[config.mk]
export PLATFORM = sky130hd
export DESIGN_NAME = i2c_bmc_reg_map_flat
export DESIGN_NICKNAME = d
export VERILOG_FILES = /design/src/rtl/i2c_bmc_reg_map_if.sv /design/src/rtl/i2c_bmc_reg_map.sv /design/src/flat_wrapper.sv
export SDC_FILE = /design/constraint.sdc
export NUM_CORES = 1
export LEC_CHECK = 0
export ABC_AREA = 1
export CORE_UTILIZATION = 46
export CTS_CLUSTER_SIZE = 40
export DETAILED_ROUTE_END_ITERATION = 8
export GPL_TIMING_DRIVEN = 0
export MAX_ROUTING_LAYER = met4
export PLACE_DENSITY = 0.77
export SYNTH_ARGS = -nofsm -noshare
export SYNTH_HDL_FRONTEND = slang
export SYNTH_SLANG_ARGS = --single-unit
[constraint.sdc]
create_clock -name i_clk -period 2.83 [get_ports i_clk]
set_clock_uncertainty 0.2 [all_clocks]
set_input_delay 0.4245 -clock i_clk [delete_from_list [all_inputs] [get_ports i_clk]]
set_output_delay 0.4245 -clock i_clk [all_outputs]
set_load 0.01 [all_outputs]
[src/rtl/i2c_bmc_reg_map_if.sv]
// Byte-level bus between the BMC I2C slave engine and its register bank.
interface i2c_bmc_reg_map_if;
   logic        i_i2c_start;
   logic        i_r_w;
   logic        i_data_vld_pos;
   logic [15:0] i_command;
   logic [7:0]  i_wdata;
   logic [7:0]  o_rdata;

   modport master (
      output i_i2c_start, i_r_w, i_data_vld_pos, i_command, i_wdata,
      input  o_rdata
   );

   modport slave (
      input  i_i2c_start, i_r_w, i_data_vld_pos, i_command, i_wdata,
      output o_rdata
   );
endinterface

[src/rtl/i2c_bmc_reg_map.sv]
// Register bank behind the BMC I2C slave: snapshotted status bytes, key-protected control
// bytes, a W1C event latch and a saturating bad-access counter.
module i2c_bmc_reg_map #(
   parameter logic [7:0]          BASE_HI    = 8'h00,
   parameter int                  NUM_RO     = 16,
   parameter int                  NUM_RW     = 16,
   parameter logic [NUM_RW*8-1:0] CTRL_RST   = '0,
   parameter logic [7:0]          UNLOCK_KEY = 8'h5A,
   parameter logic [15:0]         UNLOCK_MS  = 16'd1000,
   parameter int                  WR_DLY     = 2
) (
   input  logic                   i_clk,
   input  logic                   i_rst,
   input  logic                   i_1ms_tick,
   i2c_bmc_reg_map_if.slave       bus,
   input  logic [NUM_RO*8-1:0]    i_status,
   input  logic [7:0]             i_event,
   output logic [NUM_RW*8-1:0]    o_ctrl,
   output logic                   o_wr_pulse,
   output logic [7:0]             o_wr_offset
);
   localparam logic [7:0] OFF_RW   = 8'h40;
   localparam logic [7:0] OFF_BAD  = 8'h7D;
   localparam logic [7:0] OFF_EVT  = 8'h7E;
   localparam logic [7:0] OFF_LOCK = 8'h7F;
   localparam logic [8:0] RO_END   = 9'(NUM_RO);
   localparam logic [8:0] RW_END   = 9'(64 + NUM_RW);

   typedef enum logic {ST_LOCKED, ST_UNLOCKED} lock_e;

   lock_e              state_q, state_d;
   logic [15:0]        tmo_q, tmo_d;
   logic               start_q;
   logic [NUM_RO*8-1:0] snap_q;
   logic [7:0]         evt_q, bad_q;
   logic [WR_DLY-1:0]  wv_q;
   logic [7:0]         wd_q [WR_DLY];

   logic [7:0] off, wr_data, rd_byte;
   logic       cmd_none, cmd_hit, in_ro, in_rw, unlocked;
   logic       wr_any, wr_hit, wr_lock, wr_ctrl, wr_evt, wr_bclr, wr_bad;

   assign off      = bus.i_command[7:0];
   assign cmd_none = bus.i_command == 16'hFFFF;
   assign cmd_hit  = !cmd_none && (bus.i_command[15:8] == BASE_HI);
   assign in_ro    = {1'b0, off} < RO_END;
   assign in_rw    = (off >= OFF_RW) && ({1'b0, off} < RW_END);
   assign unlocked = state_q == ST_UNLOCKED;

   // The delayed strobe is decoded against the pointer present now, not at strobe time.
   assign wr_data = wd_q[WR_DLY-1];
   assign wr_any  = wv_q[WR_DLY-1] && !cmd_none;
   assign wr_hit  = wr_any && cmd_hit;
   assign wr_lock = wr_hit && (off == OFF_LOCK);
   assign wr_ctrl = wr_hit && in_rw && unlocked;
   assign wr_evt  = wr_hit && (off == OFF_EVT);
   assign wr_bclr = wr_hit && (off == OFF_BAD);
   assign wr_bad  = wr_any && !(cmd_hit && ((in_rw && unlocked) || (off == OFF_LOCK) ||
                                            (off == OFF_EVT) || (off == OFF_BAD)));

   always_comb begin
      // NOTE: default assigned first so every path drives rd_byte and no latch is inferred.
      rd_byte = 8'hFF;
      if (cmd_hit) begin
         if (in_ro) begin
            for (int i = 0; i < NUM_RO; i++)
               if (off == 8'(i)) rd_byte = snap_q[8*i +: 8];
         end
         if (in_rw) begin
            for (int i = 0; i < NUM_RW; i++)
               if (off == 8'(64 + i)) rd_byte = o_ctrl[8*i +: 8];
         end
         case (off)
            OFF_BAD:  rd_byte = bad_q;
            OFF_EVT:  rd_byte = evt_q;
            OFF_LOCK: rd_byte = {7'd0, unlocked};
            default:  ;
         endcase
      end
   end

   // Lock state: accepted writes restart the timeout and swallow a coincident tick.
   always_comb begin
      state_d = state_q;
      tmo_d   = tmo_q;
      case (state_q)
         ST_UNLOCKED: begin
            if ((UNLOCK_MS != 16'd0) && i_1ms_tick) begin
               if (16'(tmo_q + 16'd1) == UNLOCK_MS) begin
                  state_d = ST_LOCKED;
                  tmo_d   = '0;
               end else begin
                  tmo_d = 16'(tmo_q + 16'd1);
               end
            end
            if (wr_ctrl) begin
               state_d = ST_UNLOCKED;
               tmo_d   = '0;
            end
         end
         default: ;
      endcase
      if (wr_lock) begin
         state_d = (wr_data == UNLOCK_KEY) ? ST_UNLOCKED : ST_LOCKED;
         tmo_d   = '0;
      end
   end

   always_ff @(posedge i_clk) begin
      if (i_rst) begin
         state_q <= ST_LOCKED;
         tmo_q   <= '0;
      end else begin
         state_q <= state_d;
         tmo_q   <= tmo_d;
      end
   end

   always_ff @(posedge i_clk) begin
      if (i_rst) begin
         wv_q <= '0;
         // NOTE: the data stages are a small register array, cleared so reset leaves no stale byte behind.
         for (int i = 0; i < WR_DLY; i++) wd_q[i] <= '0;
      end else begin
         wv_q[0] <= bus.i_data_vld_pos && !bus.i_r_w;
         wd_q[0] <= bus.i_wdata;
         for (int i = 1; i < WR_DLY; i++) begin
            wv_q[i] <= wv_q[i-1];
            wd_q[i] <= wd_q[i-1];
         end
      end
   end

   always_ff @(posedge i_clk) begin
      // NOTE: sequential state uses non-blocking assignments so every register samples pre-edge values.
      if (i_rst) begin
         start_q     <= 1'b0;
         snap_q      <= '0;
         evt_q       <= '0;
         bad_q       <= '0;
         o_ctrl      <= CTRL_RST;
         bus.o_rdata <= '0;
         o_wr_pulse  <= 1'b0;
         o_wr_offset <= '0;
      end else begin
         start_q     <= bus.i_i2c_start;
         bus.o_rdata <= rd_byte;
         o_wr_pulse  <= wr_ctrl;
         if (bus.i_i2c_start && !start_q) snap_q <= i_status;

         if (wr_ctrl) begin
            o_wr_offset <= off;
            for (int i = 0; i < NUM_RW; i++)
               if (off == 8'(64 + i)) o_ctrl[8*i +: 8] <= wr_data;
         end

         if (wr_evt) evt_q <= (evt_q & ~wr_data) | i_event;
         else        evt_q <= evt_q | i_event;

         if (wr_bclr)                        bad_q <= '0;
         else if (wr_bad && bad_q != 8'hFF)  bad_q <= bad_q + 8'd1;
      end
   end
endmodule

[src/flat_wrapper.sv]
// flat-port wrapper written by rule: the top's interface ports become plain ports
module i2c_bmc_reg_map_flat 
#(
   parameter logic [7:0]          BASE_HI    = 8'h00,
   parameter int                  NUM_RO     = 16,
   parameter int                  NUM_RW     = 16,
   parameter logic [NUM_RW*8-1:0] CTRL_RST   = '0,
   parameter logic [7:0]          UNLOCK_KEY = 8'h5A,
   parameter logic [15:0]         UNLOCK_MS  = 16'd1000,
   parameter int                  WR_DLY     = 2
)
  (i_clk, i_rst, i_1ms_tick, i_status, i_event, o_ctrl, o_wr_pulse, o_wr_offset, bus_i_i2c_start, bus_i_r_w, bus_i_data_vld_pos, bus_i_command, bus_i_wdata, bus_o_rdata);
  i2c_bmc_reg_map_if bus_i ();
  input  logic i_clk;
  input  logic i_rst;
  input  logic i_1ms_tick;
  input  logic [NUM_RO*8-1:0] i_status;
  input  logic [7:0] i_event;
  output logic [NUM_RW*8-1:0] o_ctrl;
  output logic o_wr_pulse;
  output logic [7:0] o_wr_offset;
  input wire logic [$bits(bus_i.i_i2c_start)-1:0] bus_i_i2c_start;
  input wire logic [$bits(bus_i.i_r_w)-1:0] bus_i_r_w;
  input wire logic [$bits(bus_i.i_data_vld_pos)-1:0] bus_i_data_vld_pos;
  input wire logic [$bits(bus_i.i_command)-1:0] bus_i_command;
  input wire logic [$bits(bus_i.i_wdata)-1:0] bus_i_wdata;
  output wire logic [$bits(bus_i.o_rdata)-1:0] bus_o_rdata;
  assign bus_i.i_i2c_start = bus_i_i2c_start;
  assign bus_i.i_r_w = bus_i_r_w;
  assign bus_i.i_data_vld_pos = bus_i_data_vld_pos;
  assign bus_i.i_command = bus_i_command;
  assign bus_i.i_wdata = bus_i_wdata;
  assign bus_o_rdata = bus_i.o_rdata;
  i2c_bmc_reg_map #(.BASE_HI(BASE_HI), .NUM_RO(NUM_RO), .NUM_RW(NUM_RW), .CTRL_RST(CTRL_RST), .UNLOCK_KEY(UNLOCK_KEY), .UNLOCK_MS(UNLOCK_MS), .WR_DLY(WR_DLY)) u_core (.i_clk(i_clk), .i_rst(i_rst), .i_1ms_tick(i_1ms_tick), .bus(bus_i), .i_status(i_status), .i_event(i_event), .o_ctrl(o_ctrl), .o_wr_pulse(o_wr_pulse), .o_wr_offset(o_wr_offset));
endmodule
# Word level (Yosys, flattened, before mapping)

Memories as Yosys holds them, arrays and structs flattened.
Index checks and enable logic that the tools add are counted.

Order comparisons: 3
Eq/ne operators: 38
Bitwise gates (word level): 6
Reductions and logical operators: 44
Mux-type cells: 51
Add/sub/neg operators: 2

Operator list:

| operator                                                                            | number |
|---|---|
| 8-bit two-way mux                                                                   | 38 |
| 8-bit by 7-bit == test with 1-bit output, second input constant                     | 20 |
| 8-bit by 4-bit == test with 1-bit output, second input constant                     | 8 |
| 16-bit two-way mux                                                                  | 3 |
| 2-bit AND reduction                                                                 | 17 |
| 8-bit by 3-bit == test with 1-bit output, second input constant                     | 4 |
| 8-bit case mux with 3 select lines                                                  | 1 |
| 16-bit by 1-bit adder with 16-bit output, second input constant                     | 1 |
| 16-bit by 10-bit == test with 1-bit output, second input constant                   | 1 |
| 16-bit == test, second input constant                                               | 1 |
| 8-bit by 2-bit == test with 1-bit output, second input constant                     | 2 |
| 8-bit logical NOT                                                                   | 2 |
| 8-bit bitwise OR                                                                    | 2 |
| 1-bit logical AND                                                                   | 15 |
| 1-bit two-way mux                                                                   | 9 |
| 8-bit by 1-bit adder with 8-bit output, second input constant                       | 1 |
| 8-bit AND                                                                           | 1 |
| 8-bit by 1-bit == test with 1-bit output, second input constant                     | 1 |
| 8-bit by 7-bit greater-or-equal comparator with 1-bit output, second input constant | 1 |
| 8-bit by 5-bit < comparator with 1-bit output, second input constant                | 1 |
| 8-bit by 7-bit < comparator with 1-bit output, second input constant                | 1 |
| 8-bit inequality test, second input constant                                        | 1 |
| 8-bit inverter                                                                      | 1 |
| 1-bit logical NOT                                                                   | 4 |
| 4 further kinds                                                                     | 8 |

Bits in registers: 309
Memory bits (writable): 16
Memories kept: 1
Input port bits: 166
Word-level logic and storage cells: 171
Output and inout bits: 145

Memories:

| memory      | words | width | read ports | clocked after memory_dff | wr ports | RTL line              | RTL |
|---|---|---|---|---|---|---|---|
| u_core.wd_q | 2     | 8     | 2          | 0                        | 2        | i2c_bmc_reg_map.sv:37 | `logic [7:0] wd_q [WR_DLY];` |

# Logic depth before layout (Yosys ltp)

Gate-level depths: netlist of run 1.

Depth in word-level cells: 37
Depth in mapped cells: 31
Mapped depth without buffers: 31

# Least setup slack after synthesis of run 1

No wires, ideal clock.

Kind: reg-to-reg
Start: register u_core.tmo_q[0]
End: register u_core.state_q
Slack: 189 ps
Library setup time: 122 ps
Required time: 2508 ps
Clock period less this slack: 2641 ps
Arrival time: 2319 ps
Path buffers: 0
Cell stages (with the launch flop): 18
Cell sequence: dfxtp_1 ha_1 nand2_1 nor2_1 inv_1 nor2_1 inv_1 nor2_1 inv_1 nor2_1 nand4_1 nor3_1 xor2_1 nand2_1 nor4_1 nand3_1 o21ai_0 a21oi_1

Cells in the longest elaborated chain, start to end: 7

Ends and longest elaborated chain:

| what                                       | RTL line               | RTL |
|---|---|---|
| start, declared                            | i2c_bmc_reg_map.sv:32  | `logic [15:0] tmo_q, tmo_d;` |
| start signal, assigned                     | i2c_bmc_reg_map.sv:115 | `tmo_q <= tmo_d;` |
| 16-bit by 1-bit adder with 16-bit output   | i2c_bmc_reg_map.sv:89  | `if (16'(tmo_q + 16'd1) == UNLOCK_MS) begin` |
| 16-bit by 10-bit == test with 1-bit output | i2c_bmc_reg_map.sv:89  |  |
| 1-bit two-way mux                          | i2c_bmc_reg_map.sv:89  |  |
| 1-bit two-way mux                          | i2c_bmc_reg_map.sv:88  | `if ((UNLOCK_MS != 16'd0) && i_1ms_tick) begin` |
| 1-bit two-way mux                          | i2c_bmc_reg_map.sv:96  | `if (wr_ctrl) begin` |
| 1-bit two-way mux                          | i2c_bmc_reg_map.sv:86  | `case (state_q)` |
| 1-bit two-way mux                          | i2c_bmc_reg_map.sv:103 | `if (wr_lock) begin` |
| end signal, assigned                       | i2c_bmc_reg_map.sv:114 | `state_q <= state_d;` |
| end, declared                              | i2c_bmc_reg_map.sv:31  | `lock_e state_q, state_d;` |

No other way between the ends.
A chain may end at the register's enable or synchronous reset.

# Final worst setup path of run 1

Start: input bus_i_command[7]
End: register u_core.bus.o_rdata[4]

Cells in the longest elaborated chain, start to end: 37
Elaborated cells between the ends (all ways): 78
Classes of those cells: order compare (3); eq/ne (35); mux (36); reduce/logical (4)

Ends and longest elaborated chain:

| what                               | RTL line                 | RTL |
|---|---|---|
| start, declared                    | flat_wrapper.sv:25       | `input wire logic [$bits(bus_i.i_command)-1:0] bus_i_command;` |
| 8-bit logical NOT                  | i2c_bmc_reg_map.sv:67    | `if (off == 8'(i)) rd_byte = snap_q[8*i +: 8];` |
| 8-bit two-way mux (16 in a row)    | i2c_bmc_reg_map.sv:67    |  |
| 8-bit two-way mux                  | i2c_bmc_reg_map.sv:65    | `if (in_ro) begin` |
| 8-bit two-way mux (16 in a row)    | i2c_bmc_reg_map.sv:71    | `if (off == 8'(64 + i)) rd_byte = o_ctrl[8*i +: 8];` |
| 8-bit two-way mux                  | i2c_bmc_reg_map.sv:69    | `if (in_rw) begin` |
| 8-bit case mux with 3 select lines | i2c_bmc_reg_map.sv:73    | `case (off)` |
| 8-bit two-way mux *                | i2c_bmc_reg_map.sv:64    | `if (cmd_hit) begin` |
| end signal, assigned               | i2c_bmc_reg_map.sv:147   | `bus.o_rdata <= rd_byte;` |
| end, declared                      | i2c_bmc_reg_map_if.sv:17 | `output o_rdata` |

Mark *: on every way between the ends. The rest lies on a longest branch, timed or not.

==> results.cfg, run 1 <==
[synth]
yosysTopAreaCellShare_pct = 46.4
synthTopCellsByArea = dfxtp_1 (46%), o21ai_0 (11%), nor2_1 (10%)
async_flop_share_pct = 0
seq_area_frac_synth_pct = 46.4
syn_area_per_cell_um2 = 7.03
synth_seq_cells = 325
synth_largest_area_cell = dfxtp_1
yosysWarnings = 0
synth_edf_count = 0
syn_inst = 1995
dominantRegCellSynth = dfxtp_1
ys_types = 39
synth_area_mm2 = 0.0140
synth_nets = 2163

[route]
via_count = 15434
dr.pass1.iters = 8
drtIter0Drc = 1678
wl_mm = 53.4
via_per_inst = 5.49
drc_errors = 0
ant_nets = 0
post_drt_wl_per_cell_um = 19.0

[cells_and_area]
final_common_cell = nor2_1
fin_nets = 2560
antenna_cells = 0
layout_common_cells = nor2_1 (360), dfxtp_1 (323), clkdlybuf4s50_1 (302), o21ai_0 (300), nand2_1 (211)
drive_gt1_share_pct = 15.8
final_cells = 2809
area_growth_pct = 43.6
fin_util_pct = 67.6
final_area_mm2 = 0.0201

[min_path]
hold_start = bus_i_command[0]
min_path_type = in -> reg
hold_path_end = u_core.o_wr_offset[0]$_SDFFE_PP0P_
whs_path_depth = 3

[clock_network]
clk_path_buf_depth = 3
clk_latency_ns = 0.53
path_clk_slew_ns = 0.06
cts_sinks = 325
cts_root_buffer = clkbuf_16
cts_buffers = 36
cts-hold-fix-buffers = 0
cts_tree = yes
cts.htree.levels = 2

[floorplan]
boundaryPins = 311
start_util_pct = 47.1
design.die.area_mm2 = 0.0312
core_mm2 = 0.0298
fp-row-count = 63
die_h_um = 177
die_w_um = 177

[timing]
maxSlewHeadroom_pct = 31.1
drv_slew = 0
rsz0062_at_grt = yes
setup_slack_ns = -0.623
timing.final.crit_share_pct = 122
min_period_ns = 3.45
fin_tns_setup_ns = -4.09
fmax_mhz = 290
setup_viol = 17
tightest_slew_ns = 1.03
hold_viol_final = 0

[placement]
placed_cells = 2695
routabilityCongestion = 0.973
place_hpwl_mm = 38.4
placed_area_mm2 = 0.0176
dp_slack_ns = -1.99
port_buffers = 310

[worst_setup_path]
slowest_delay_ns = 0.27
critPathRequiredTime_ns = 3.10
crit_slowest_cell = nand4_1
path_class = in -> reg
cpMostUsedCell = nand2_1
rr_endpoint = u_core.bus.o_rdata[4]$_SDFF_PP0_
startpoint_type = input port
worstRegToRegCells = 24
rr_startpoint = u_core.snap_q[4]$_SDFFE_PP0P_
worst_ep_arrival_time_ns = 3.72
endpoint_kind = flip-flop
regToRegSetupSlack_ns = -0.59
path_max_fanout = 5

[power]
pwr-share-comb_pct = 8.7
clockPowerShare_pct = 47.0
p_seq_share_pct = 44.4
p_int_uw = 8290
ir_drop_mv = 0.607
netSwitchingFraction_pct = 23.7
switchingPower_uw = 2580
p_per_area_mw_per_mm2 = 539
cellLeakagePower_uw = 0.00811

[global_route]
grt_antenna_before_repair = 0
grt_max_degree = 15
grt_usage_pct = 34.1
grt_pass1_wl_mm = 79.2
grt_pass1_vias = 14077
grt.overflow.total = 0

[run_status]
status = complete, but fails checks
violations = setup timing

[job]
maxCapViolations = 0
==> how the worst max path moves through the flow <==
stage                                            start                          endpoint  slack, ns
after floorplan           u_core.tmo_q[0]$_SDFFE_PP0P_         u_core.state_q$_SDFF_PP0_       0.19
after global placement                bus_i_command[2]  u_core.bus.o_rdata[4]$_SDFF_PP0_      -2.00
after detailed placement              bus_i_command[2]  u_core.bus.o_rdata[4]$_SDFF_PP0_      -1.99
after CTS                             bus_i_command[5]  u_core.bus.o_rdata[5]$_SDFF_PP0_      -0.60
after global routing                  bus_i_command[4]  u_core.bus.o_rdata[4]$_SDFF_PP0_      -0.77
final                                 bus_i_command[7]  u_core.bus.o_rdata[4]$_SDFF_PP0_      -0.62
==> flip-flops by register name, summed over array words and instances (netlist names), 2 cells and up <==
| name | count |
|---|---|
| u_core.bad_q | 8 |
| u_core.bus.o_rdata | 8 |
| u_core.wv_q | 2 |
| u_core.tmo_q | 16 |
| u_core.snap_q | 128 |
| u_core.evt_q | 8 |
| u_core.o_wr_offset | 8 |
| u_core.wd_q | 16 |
| u_core.o_ctrl | 128 |
==> final cells by class <==
cell class              instances  area, µm²
plain buffers                  96        429
clock buffers                  50       1080
clock inverters                15        213
fillers                      2509       9660
inverters                     173        677
multi-input cells            1402       7160
flip-flops and latches        325       6510
well taps                     390        488
repair buffers                358       3580
==> worst max-delay path, delay by kind of cell <==
kind,cells,cell delay (ns)
and+or+nand+nor,22,2.40
buffers and inverters,5,0.57
AOI/OAI and AO/OA,2,0.30
==> kinds of logic after synthesis <==
kind of cell	Yosys count	share of synthesized area (%)
AOI/OAI and AO/OA	525	19.2
xor gates and xnor gates	10	0.625
adders and majority gates	2	0.178
buffers and inverters	269	7.39
DFF	325	46.4
and+or+nand+nor	864	26.2
==> cell usage after synthesis, types with 2 or more instances <==
cell type,count
a21oi_1,195
or2_2,73
nand4_1,29
buf_1,2
ha_1,2
xor2_1,9
inv_1,161
dfxtp_1,325
o21ai_0,302
nand3_1,46
o21bai_1,2
o22ai_1,2
nor2_1,390
nand2_1,275
nor2_2,9
nand2_2,6
a221oi_1,7
clkbuf_1,88
nor4_1,7
buf_2,3
inv_2,5
or2_0,3
buf_6,3
nor2_4,2
nor3_1,17
nand3b_1,5
clkinv_1,7
o21ai_1,9
==> power groups by stage <==
| stage | sequential [µW] | combinational, µW | clock (µW) |
|---|---|---|---|
| final | 4820 | 943 | 5100 |
| after global routing | 4830 | 1010 | 5280 |
| after CTS | 4810 | 905 | 5100 |
| after detailed placement | 4910 | 841 | 0 |
| after global placement | 4910 | 831 | 0 |
| after floorplan | 4890 | 383 | 0 |
==> what timing repair did <==
action / CTS / global route
cloned: 1 / 0
setup endpoints to repair: 164 / 131
pin swaps: 76 / 86
gates resized for setup: 184 / 109
buffers inserted: 41 / 8
==> through the flow <==
step / total power [µW] / hold WS, ns
after floorplan: 5280 / 0.188
after global placement: 5740 / 0.194
after detailed placement: 5750 / 0.195
after CTS: 10800 / 0.0261
after global routing: 11100 / 0.0590
final: 10900 / 0.0320
==> layer usage <==
layer | vias to the layer above | routed length [µm] | global-route usage [%]
met2 | 820 | 23900 | 51.6
met3 | 131 | 5030 | 5.99
li1 | 7288 | - | -
met4 | 0 | 1700 | 11.5
met1 | 7195 | 22800 | 45.9
met5 | - | 0 | -
(Power assumes the default switching activity.)
==> inputs of run 2 (changes only) <==
--- a/config.mk
+++ b/config.mk
@@ -6,6 +6,7 @@
 export NUM_CORES = 1
 export LEC_CHECK = 0
 export ABC_AREA = 1
+export CAP_MARGIN = 20
 export CORE_UTILIZATION = 46
 export CTS_CLUSTER_SIZE = 40
 export DETAILED_ROUTE_END_ITERATION = 8
==> results of run 2 <==
No change in the layout: final DEF, timing and power equal those of run 1.
